<file path="config.mk">
export PLATFORM = sky130hd
export DESIGN_NAME = cpu_muldiv_sequencer
export DESIGN_NICKNAME = d
export VERILOG_FILES = /design/src/rtl/cpu_muldiv_sequencer_pkg.sv /design/src/rtl/cpu_muldiv_special.sv /design/src/rtl/cpu_muldiv_sequencer.sv
export SDC_FILE = /design/constraint.sdc
export NUM_CORES = 1
export LEC_CHECK = 0
export CORE_MARGIN = 2
export CORE_UTILIZATION = 38
export CTS_BUF_LIST = sky130_fd_sc_hd__clkbuf_16
export CTS_CLUSTER_SIZE = 12
export DETAILED_ROUTE_END_ITERATION = 16
export HOLD_SLACK_MARGIN = 0.1
export PLACE_DENSITY = 0.79
export SYNTH_ARGS = -nofsm -noshare
export SYNTH_HDL_FRONTEND = slang
export SYNTH_SLANG_ARGS = --single-unit
</file>
<file path="constraint.sdc">
create_clock -name i_clock -period 2.1 [get_ports i_clock]
set_input_delay 0.21 -clock i_clock [delete_from_list [all_inputs] [get_ports i_clock]]
set_output_delay 0.21 -clock i_clock [all_outputs]
set_load 0.01 [all_outputs]
</file>
<file path="src/rtl/cpu_muldiv_sequencer_pkg.sv">
// Shared types and helpers for the RV32M multiply/divide sequencer.
package cpu_muldiv_sequencer_pkg;

  typedef enum logic [2:0] {
    OpMul    = 3'd0,
    OpMulh   = 3'd1,
    OpMulhsu = 3'd2,
    OpMulhu  = 3'd3,
    OpDiv    = 3'd4,
    OpDivu   = 3'd5,
    OpRem    = 3'd6,
    OpRemu   = 3'd7
  } muldiv_op_t;

  typedef enum logic [2:0] {
    StIdle,
    StLatch,
    StWait,
    StSpecial,
    StDone
  } seq_state_t;

  localparam logic [31:0] INT_MIN  = 32'h8000_0000;
  localparam logic [31:0] ALL_ONES = 32'hFFFF_FFFF;
  localparam int unsigned CntWidth = 6;

  function automatic logic op1_is_signed(muldiv_op_t op);
    return op inside {OpMul, OpMulh, OpMulhsu, OpDiv, OpRem};
  endfunction

  function automatic logic op2_is_signed(muldiv_op_t op);
    return op inside {OpMul, OpMulh, OpDiv, OpRem};
  endfunction

  function automatic logic [31:0] select_result(muldiv_op_t op, logic [63:0] product,
                                                logic [31:0] quotient, logic [31:0] remainder);
    logic [31:0] res;
    case (op)
      OpMul:                     res = product[31:0];
      OpMulh, OpMulhsu, OpMulhu: res = product[63:32];
      OpDiv, OpDivu:             res = quotient;
      default:                   res = remainder;
    endcase
    return res;
  endfunction

endpackage

</file>
<file path="src/rtl/cpu_muldiv_special.sv">
// Combinational detection of divide-by-zero and signed-overflow divides and their results.
module cpu_muldiv_special
  import cpu_muldiv_sequencer_pkg::*;
(
  input  muldiv_op_t  i_op,
  input  logic [31:0] i_rs1,
  input  logic [31:0] i_rs2,
  output logic        o_is_special,
  output logic [31:0] o_special_result
);

  logic is_div;
  logic is_rem;
  logic div_zero;
  logic overflow;

  always_comb begin
    is_div           = i_op[2];
    is_rem           = i_op inside {OpRem, OpRemu};
    div_zero         = is_div && (i_rs2 == '0);
    overflow         = (i_op inside {OpDiv, OpRem}) && (i_rs1 == INT_MIN) && (i_rs2 == ALL_ONES);
    o_is_special     = div_zero || overflow;
    o_special_result = '0;
    if (div_zero) begin
      o_special_result = is_rem ? i_rs1 : ALL_ONES;
    end else if (overflow) begin
      o_special_result = is_rem ? 32'h0 : INT_MIN;
    end
  end

endmodule

</file>
<file path="src/rtl/cpu_muldiv_sequencer.sv">
// Sequencer for the shared RV32M multiplier/divider datapaths.
// Optional result reuse cache enabled by defining CPU_MULDIV_REUSE_EN.
module cpu_muldiv_sequencer
  import cpu_muldiv_sequencer_pkg::*;
#(
  parameter int unsigned MUL_LATENCY = 4,
  parameter int unsigned DIV_LATENCY = 32,
  parameter int unsigned TAG_WIDTH   = 4
) (
  input  logic                 i_clock,
  input  logic                 i_reset,
  input  logic                 i_request,
  input  logic [2:0]           i_op,
  input  logic [31:0]          i_rs1,
  input  logic [31:0]          i_rs2,
  input  logic [TAG_WIDTH-1:0] i_tag,
  input  logic                 i_flush,
  output logic                 o_busy,
  output logic                 o_mul_latch,
  output logic                 o_div_latch,
  output logic                 o_op1_signed,
  output logic                 o_op2_signed,
  output logic [31:0]          o_op1,
  output logic [31:0]          o_op2,
  input  logic [63:0]          i_mul_result,
  input  logic [31:0]          i_div_quotient,
  input  logic [31:0]          i_div_remainder,
  output logic                 o_valid,
  output logic [31:0]          o_result,
  output logic [TAG_WIDTH-1:0] o_tag
);

  seq_state_t           state_q, state_d;
  logic [CntWidth-1:0]  cnt_q, cnt_d;
  muldiv_op_t           op_q;
  logic [31:0]          op1_q, op2_q;
  logic [TAG_WIDTH-1:0] tag_q;
  logic                 op1_signed_q, op2_signed_q;
  logic [31:0]          result_q;
  logic [TAG_WIDTH-1:0] out_tag_q;

  logic        can_accept;
  logic        accept;
  logic        wait_done;
  muldiv_op_t  chk_op;
  logic [31:0] chk_rs1, chk_rs2;
  logic        is_special;
  logic [31:0] special_result;
  logic        reuse_hit;
  logic [31:0] reuse_result;

  assign can_accept = (state_q == StIdle) || (state_q == StDone);
  assign accept     = i_request && can_accept && !i_flush;
  assign wait_done  = (state_q == StWait) && (cnt_q == '0) && !i_flush;

  // Special/reuse decisions use the raw request when accepting, the latched copy in SPECIAL.
  always_comb begin
    if (can_accept) begin
      chk_op  = muldiv_op_t'(i_op);
      chk_rs1 = i_rs1;
      chk_rs2 = i_rs2;
    end else begin
      chk_op  = op_q;
      chk_rs1 = op1_q;
      chk_rs2 = op2_q;
    end
  end

  cpu_muldiv_special u_special (
    .i_op             (chk_op),
    .i_rs1            (chk_rs1),
    .i_rs2            (chk_rs2),
    .o_is_special     (is_special),
    .o_special_result (special_result)
  );

`ifdef CPU_MULDIV_REUSE_EN
  logic        mul_vld_q, div_vld_q;
  logic [31:0] mul_a_q, mul_b_q, div_a_q, div_b_q;
  logic        mul_sa_q, mul_sb_q, div_sa_q, div_sb_q;
  logic [63:0] mul_prod_q;
  logic [31:0] div_quot_q, div_rem_q;
  logic        mul_hit, div_hit;

  always_ff @(posedge i_clock or negedge i_reset) begin
    if (!i_reset) begin
      mul_vld_q  <= 1'b0;
      mul_a_q    <= '0;
      mul_b_q    <= '0;
      mul_sa_q   <= 1'b0;
      mul_sb_q   <= 1'b0;
      mul_prod_q <= '0;
      div_vld_q  <= 1'b0;
      div_a_q    <= '0;
      div_b_q    <= '0;
      div_sa_q   <= 1'b0;
      div_sb_q   <= 1'b0;
      div_quot_q <= '0;
      div_rem_q  <= '0;
    end else if (i_flush) begin
      mul_vld_q <= 1'b0;
      div_vld_q <= 1'b0;
    end else if (wait_done) begin
      if (!op_q[2]) begin
        mul_vld_q  <= 1'b1;
        mul_a_q    <= op1_q;
        mul_b_q    <= op2_q;
        mul_sa_q   <= op1_signed_q;
        mul_sb_q   <= op2_signed_q;
        mul_prod_q <= i_mul_result;
      end else begin
        div_vld_q  <= 1'b1;
        div_a_q    <= op1_q;
        div_b_q    <= op2_q;
        div_sa_q   <= op1_signed_q;
        div_sb_q   <= op2_signed_q;
        div_quot_q <= i_div_quotient;
        div_rem_q  <= i_div_remainder;
      end
    end
  end

  // The low product word does not depend on signedness, so MUL hits any entry.
  always_comb begin
    mul_hit = !chk_op[2] && mul_vld_q && (mul_a_q == chk_rs1) && (mul_b_q == chk_rs2) &&
              ((chk_op == OpMul) ||
               ((mul_sa_q == op1_is_signed(chk_op)) && (mul_sb_q == op2_is_signed(chk_op))));
    div_hit = chk_op[2] && div_vld_q && (div_a_q == chk_rs1) && (div_b_q == chk_rs2) &&
              (div_sa_q == op1_is_signed(chk_op)) && (div_sb_q == op2_is_signed(chk_op));
    reuse_hit    = mul_hit || div_hit;
    reuse_result = select_result(chk_op, mul_prod_q, div_quot_q, div_rem_q);
  end
`else
  assign reuse_hit    = 1'b0;
  assign reuse_result = '0;
`endif

  always_comb begin
    state_d = state_q;
    cnt_d   = cnt_q;
    unique case (state_q)
      StIdle, StDone: begin
        if (accept) begin
          state_d = (is_special || reuse_hit) ? StSpecial : StLatch;
        end else begin
          state_d = StIdle;
        end
      end
      StLatch: begin
        cnt_d   = op_q[2] ? CntWidth'(DIV_LATENCY - 1) : CntWidth'(MUL_LATENCY - 1);
        state_d = StWait;
      end
      StWait: begin
        if (cnt_q == '0) begin
          state_d = StDone;
        end else begin
          cnt_d = cnt_q - 1'b1;
        end
      end
      StSpecial: state_d = StDone;
      default:   state_d = StIdle;
    endcase
    if (i_flush && (state_q != StIdle)) begin
      state_d = StIdle;
    end
  end

  always_ff @(posedge i_clock or negedge i_reset) begin
    if (!i_reset) begin
      state_q      <= StIdle;
      cnt_q        <= '0;
      op_q         <= OpMul;
      op1_q        <= '0;
      op2_q        <= '0;
      tag_q        <= '0;
      op1_signed_q <= 1'b0;
      op2_signed_q <= 1'b0;
    end else begin
      state_q <= state_d;
      cnt_q   <= cnt_d;
      if (accept) begin
        op_q         <= muldiv_op_t'(i_op);
        op1_q        <= i_rs1;
        op2_q        <= i_rs2;
        tag_q        <= i_tag;
        op1_signed_q <= op1_is_signed(muldiv_op_t'(i_op));
        op2_signed_q <= op2_is_signed(muldiv_op_t'(i_op));
      end
    end
  end

  always_ff @(posedge i_clock or negedge i_reset) begin
    if (!i_reset) begin
      result_q  <= '0;
      out_tag_q <= '0;
    end else if (wait_done) begin
      result_q  <= select_result(op_q, i_mul_result, i_div_quotient, i_div_remainder);
      out_tag_q <= tag_q;
    end else if ((state_q == StSpecial) && !i_flush) begin
      result_q  <= is_special ? special_result : reuse_result;
      out_tag_q <= tag_q;
    end
  end

  assign o_busy       = !can_accept;
  assign o_valid      = (state_q == StDone);
  assign o_mul_latch  = (state_q == StLatch) && !i_flush && !op_q[2];
  assign o_div_latch  = (state_q == StLatch) && !i_flush && op_q[2];
  assign o_op1        = op1_q;
  assign o_op2        = op2_q;
  assign o_op1_signed = op1_signed_q;
  assign o_op2_signed = op2_signed_q;
  assign o_result     = result_q;
  assign o_tag        = out_tag_q;

endmodule

</file>
# Word-level counts from Yosys, hierarchy flattened
# Cells that the tools add are included.
word_totals:
  reg_bits: 118
  input_bits: 203
  word_cells: 85
op_classes:
  addsub: 1
  n_eq_ne: 20
  mux: 21
  n_reduce_logical: 33
ops:
  columns: ["operator", "count"]
  rows:
  - ["32-bit 2-to-1 mux", 9]
  - ["32-bit one-hot mux with 3 select lines", 1]
  - ["32-bit equality test (second input constant)", 2]
  - ["32-bit zero test", 1]
  - ["3-bit equality test (second input constant)", 8]
  - ["3-bit by 2-bit equality test with 1-bit output (second input constant)", 5]
  - ["1-bit logical AND", 12]
  - ["3-bit one-hot mux with 4 select lines", 1]
  - ["6-bit one-hot mux with 2 select lines", 1]
  - ["3-bit by 1-bit equality test with 1-bit output (second input constant)", 3]
  - ["3-bit zero test", 3]
  - ["3-bit 2-to-1 mux", 3]
  - ["4-bit 2-to-1 mux", 2]
  - ["2-bit nonzero test", 4]
  - ["6-bit zero test", 1]
  - ["6-bit 2-to-1 mux", 1]
  - ["6-bit by 1-bit subtractor with 6-bit output (second input constant)", 1]
  - ["5-bit 2-to-1 mux", 1]
  - ["5-bit nonzero test", 1]
  - ["2-bit 2-to-1 mux", 2]
  - ["4-bit nonzero test", 1]
  - ["2-bit OR reduction", 2]
  - ["1-bit zero test", 3]
  - ["3-bit by 1-bit != test with 1-bit output (second input constant)", 1]
  - ["5 further kinds", 6]

# Depth between registers and ports, before layout
# Gate-level depths: netlist of the first run.
depth:
  ltp_word: 12
  mapped_depth: 10
  depth_no_buf: 9

# Cells and area by module
# From an unflattened synthesis of the first run, not the netlist that was laid out.
unflattened:
  cells_unflattened: 715
  area_unflattened_um2: 7235.7
by_module_without_submodules:
  columns: ["mod", "n_inst", "cells_per_inst", "area_each_um2"]
  rows:
  - ["cpu_muldiv_sequencer", 1, 637, 6672.6]
  - ["cpu_muldiv_special", 1, 78, 563.0]

# Least setup slack after synthesis of the first run
# No wires, ideal clock.
synth_path:
  path_type: "reg-to-reg"
  startpoint: "register cnt_q[0]"
  endpoint: "register result_q[22], in the netlist o_result[22]"
  arrival_ns: 1.890
  path_slack_ns: 0.074
  path_stages_with_launch: 10
  synth_period_minus_slack_ns: 2.026
  cell_sequence: "dfrtp_1 > inv_1 > ha_1 > nor3b_2 > nand2_1 > or4_1 > buf_6 > clkbuf_1 > a32oi_1 > o21ai_0"
synth_via:
  elab_chain_len: 4
  word_cells_on_any_way: 5
  cone_classes: "mux: 1; reduce/logical: 4"
synth_lines:
  columns: ["element", "line_no", "text"]
  rows:
  - ["start: declaration", "cpu_muldiv_sequencer.sv:34", "logic [CntWidth-1:0] cnt_q, cnt_d;"]
  - ["start signal: assignment", "cpu_muldiv_sequencer.sv:180", "cnt_q <= cnt_d;"]
  - ["6-bit zero test *", "cpu_muldiv_sequencer.sv:54", "assign wait_done = (state_q == StWait) && (cnt_q == '0) && !i_flush;"]
  - ["1-bit logical AND * (2 in series)", "cpu_muldiv_sequencer.sv:54", null]
  - ["32-bit 2-to-1 mux / 2-bit nonzero test (equally long branches)", null, null]
  - ["end signal: assignment", "cpu_muldiv_sequencer.sv:197", "result_q <= select_result(op_q, i_mul_result, i_div_quotient, i_div_remainder);"]
  - ["end signal: assignment", "cpu_muldiv_sequencer.sv:200", "result_q <= is_special ? special_result : reuse_result;"]
  - ["end: declaration", "cpu_muldiv_sequencer.sv:39", "logic [31:0] result_q;"]
# Every way passes the cells marked *; elsewhere a longest branch is shown, timed or not.
# A chain may end at the register's enable or synchronous reset.

# Final worst setup path of the first run
layout_path:
  startpoint: "register cnt_q[0]"
  endpoint: "register result_q[17], in the netlist o_result[17]"
# The elaborated chain is that of the path after synthesis.

==> results of run 1 <==
-- cells by family (layout without fill, tap and decap cells) --
kind of cell	Yosys count	in the layout
buffers and inverters	64	416
AO/OA/AOI/OAI	168	168
flip-flops	118	118
adder cells (fa/ha/maj)	1	1
AND/OR/NAND/NOR	272	272
multiplexers	73	73
XOR/XNOR	1	1
-- final timing paths --
path                                      start                        to  slack, ns  cells after the start
hold / removal                          i_reset  o_op1_signed$_DFFE_PN0P_       0.29                      2
setup reg to reg           cnt_q[0]$_DFFE_PN0P_  o_result[17]$_DFFE_PN0P_     0.0003                      9
max in group asynchronous               i_reset     o_op2[27]$_DFFE_PN0P_       1.18                      3
hold reg to reg            tag_q[2]$_DFFE_PN0P_      o_tag[2]$_DFFE_PN0P_       0.46                      2
min in group i_clock                   i_tag[2]      tag_q[2]$_DFFE_PN0P_       0.41                      2
setup / recovery           cnt_q[0]$_DFFE_PN0P_  o_result[17]$_DFFE_PN0P_     0.0003                      9
-- timing repair --
item	4_1_cts	5_1_grt
setup buffers	1	2
pin swaps	1	4
setup endpoints to repair	36	33
resized for setup	11	21
hold buffers	1	0
hold endpoints to repair	32	0
gates cloned	1	2
-- cells in the final DEF, fill, tap and decap left out, types with 5 or more instances in the layout --
master           netlist  routed
bufinv_16              0       5
o21ai_0               16      12
nor2b_1                8       8
a21oi_2               10      10
nand4_1               19      19
nand3_1               46      43
a211oi_1               9       8
nor3_1                18      16
clkinv_4               0       5
o221ai_1              10       7
mux2_2                71      71
a31oi_1               25      24
buf_4                  3      51
nor2_1                21      20
o22ai_1               50      50
clkbuf_16              0      19
nand2_1              105     105
dfrtp_1              118     118
a21oi_1               13      13
o22a_1                 6       6
o21ai_1               16      18
nand4b_1               5       5
inv_1                  6       6
clkdlybuf4s50_1        0     303
nor4_1                23      21
buf_12                 0      12
-- cell usage after synthesis (all sizes together) --
master | instances | share of area (%)
dfrtp | 118 | 45
nand2 | 105 | 6.0
mux2 | 71 | 12
o22ai | 50 | 4.8
nand3 | 46 | 3.5
clkbuf | 32 | 1.8
o21ai | 32 | 2.4
a31oi | 25 | 2.4
a21oi | 23 | 2.3
buf | 23 | 2.3
nor4 | 23 | 2.2
nor2 | 21 | 1.2
nand4 | 19 | 1.8
nor3 | 18 | 1.4
o221ai | 10 | 1.3
a211oi | 9 | 1.0
nor2b | 8 | 0.76
a32oi | 7 | 0.93
inv | 7 | 0.40
nor3b | 6 | 0.92
o22a | 6 | 0.80
nand4b | 5 | 0.67
or3 | 5 | 0.48
nor4b | 4 | 0.53
or4 | 4 | 0.46
a22o | 2 | 0.27
and4 | 2 | 0.27
clkinv | 2 | 0.11
mux2i | 2 | 0.31
or2 | 2 | 0.19
a21o | 1 | 0.11
and2 | 1 | 0.095
and3 | 1 | 0.095
ha | 1 | 0.19
nand2b | 1 | 0.095
o211ai | 1 | 0.11
o21a | 1 | 0.11
o41ai | 1 | 0.13
or2b | 1 | 0.11
xor2 | 1 | 0.13
-- layout make-up --
type                       count  area (µm²)  area share, %
clock buffer                  17         425           3.81
clock inverter                15         229           2.05
inverter                       9        35.0          0.314
multi-input combinational    515        3440           30.9
sequential                   118        2950           26.5
tap                          225         282           2.52
timing repair buffer         375        3790           34.0
-- where the power goes --
group | switching [mW] | total (mW) | leakage, nW | internal [mW]
Sequential | 0.540 | 3.37 | 1.43 | 2.83
Combinational | 1.61 | 3.57 | 2.59 | 1.95
Clock | 1.12 | 3.23 | 0.307 | 2.11
-- metrics by stage --
stage / std cells / hold slack (ns) / utilization [%] / cell area [µm²] / power, mW
finish: 1274 / 0.290 / 65.4 / 11200 / 10.2
global route: 1274 / 0.337 / 65.4 / 11200 / 10.6
CTS: 1270 / 0.307 / 64.5 / 11000 / 10.1
detailed placement: 1235 / 0.205 / 60.2 / 10300 / 6.86
global placement: 1235 / 0.214 / 60.2 / 10300 / 6.80
floorplan: 697 / -0.0856 / - / 6560 / 4.67
-- flip-flops by register name, indices dropped and copies added, names as in the netlist, 3 cells and up --
signal and flops:
o_tag 4, o_result 32, state_q 3, op_q 3, o_op2 32, cnt_q 6, o_op1 32, tag_q 4
-- routing by layer --
metal	GRT usage, %	part of all wire (%)
met2	47.2	48
met5	0	0
met4	10.3	2.5
met3	6.17	7.3
met1	39.2	43
==> impl_metrics.py, run 1 <==
metrics = {
    "critical_path": {
        "path_max_fanout": 32,
        "cp_slowest_cell": "or4_4",
        "path_cells": "inv_1 -> ha_1 -> nor3b_4 -> nand2_1 -> or4_4 -> buf_12 -> a21oi_2 -> o221ai_2 -> a31oi_1",
        "cp_slowest_stage_delay_ns": 0.45,
        "critPathArrivalTime_ns": 2.44,
        "critPathKind": "reg -> reg",
        "start_kind": "flip-flop",
        "worst-path-buf-inv": 2,
        "crit_family": "simple AND/OR/NAND/NOR gates",
        "cp.required_ns": 2.44,
        "cp-end-kind": "flip-flop",
    },
    "global_route": {
        "grt_start_max_net_pins": 52,
        "grt.overflow.total": 0,
        "groute.usage.overall_pct": 29.3,
        "antenna_found_initial": 0,
        "grt_pass1_wl_mm": 40.5,
        "grt_pass1_vias": 7057,
    },
    "floorplanning": {
        "initial_utilization_pct": 38.4,
        "io_pins": 309,
        "die_y_um": 135,
        "die_area_um2": 18300,
        "num_rows": 48,
        "die_x_um": 135,
        "core-area_um2": 17100,
    },
    "sta": {
        "skew_ns": 0.00831,
        "relSlewSlack_pct": 66.3,
        "slew_viol_final": 0,
        "worst_slew_pin_slew_ns": 0.505,
        "hold_viol_final": 0,
        "rsz0062_at_grt": "true",
        "setup_ws_ns": 0.000324,
        "fmax_ghz": 0.476,
        "setup-tns-final_ns": 0,
        "post-route-min-period_ns": 2.10,
        "layout_worst_path_cycle_share_pct": 100,
        "setup_viol_count_final": 0,
    },
    "layout": {
        "num_antenna_cells": 0,
        "nFillCells": 1372,
        "drive_above_1_share_pct": 19.7,
        "nets": 1240,
        "syn_to_final_growth_pct": 70.1,
    },
    "detailed_routing": {
        "firstDrtPassIters": 5,
        "dr.first_iter.drc_count": 488,
        "antenna_left": 0,
        "wl_per_cell_um": 21.6,
        "via_per_inst": 5.69,
        "drt-total-wl_mm": 27.6,
        "drc_errors": 0,
        "dr_total_vias": 7249,
    },
    "cts": {
        "htreeDepth": 4,
        "cts.clk_slew.worst_paths_ns": 0.06,
        "numCtsBuffers": 17,
        "clock_path_buffers": 2,
        "cts.sink_count": 118,
        "cts_tree": "built",
        "clock_latency_ns": 0.42,
        "ctsRootBufferMaster": "clkbuf_16",
    },
    "synth": {
        "synth_compound_area_share_pct": 16.8,
        "synth.avg_cell_area_um2": 9.41,
        "synth.cell_area_um2": 6560,
        "synth_top_family_by_area": "simple AND/OR/NAND/NOR gates",
        "synth-seq-cells": 118,
        "postSynthCellCount": 697,
        "yosysUniqueCellTypes": 48,
        "yosysWarnings": 0,
        "synth.mux.area_fraction_pct": 12.5,
        "yosys.area_share.simple_pct": 20.8,
        "synthesis.nets": 901,
        "synth_fa_ha_area_share_pct": 0.191,
        "yosysSeqAreaShare_pct": 45.0,
        "synth_xor_area_share_pct": 0.134,
    },
    "status": {
        "outcome": "finished clean",
    },
    "worst_hold_path": {
        "min_path_type": "in -> async",
    },
    "placement": {
        "io_buffers": 308,
        "detailed_place_hpwl_mm": 20.5,
        "place_congestion": 0.903,
        "post-place-ws_ns": -0.228,
    },
    "power": {
        "max-vdd-ir-drop_mv": 0.654,
        "p_leak_nw": 4.33,
        "p_per_area_nw_per_um2": 911,
    },
    "flow_run": {
        "cap_viol_max_count": 0,
    },
}
No activity file was read; power rests on OpenSTA's default activity.
==> run 2: changes to the inputs <==
SLEW_MARGIN = 5   (was default)
==> results of run 2 <==
Final layout, timing and power as in run 1 (identical DEF).
==> run 3: changes to the inputs <==
GPL_ROUTABILITY_DRIVEN = 0   (was default)
==> results of run 3 <==
Final layout, timing and power as in run 1 (identical DEF).
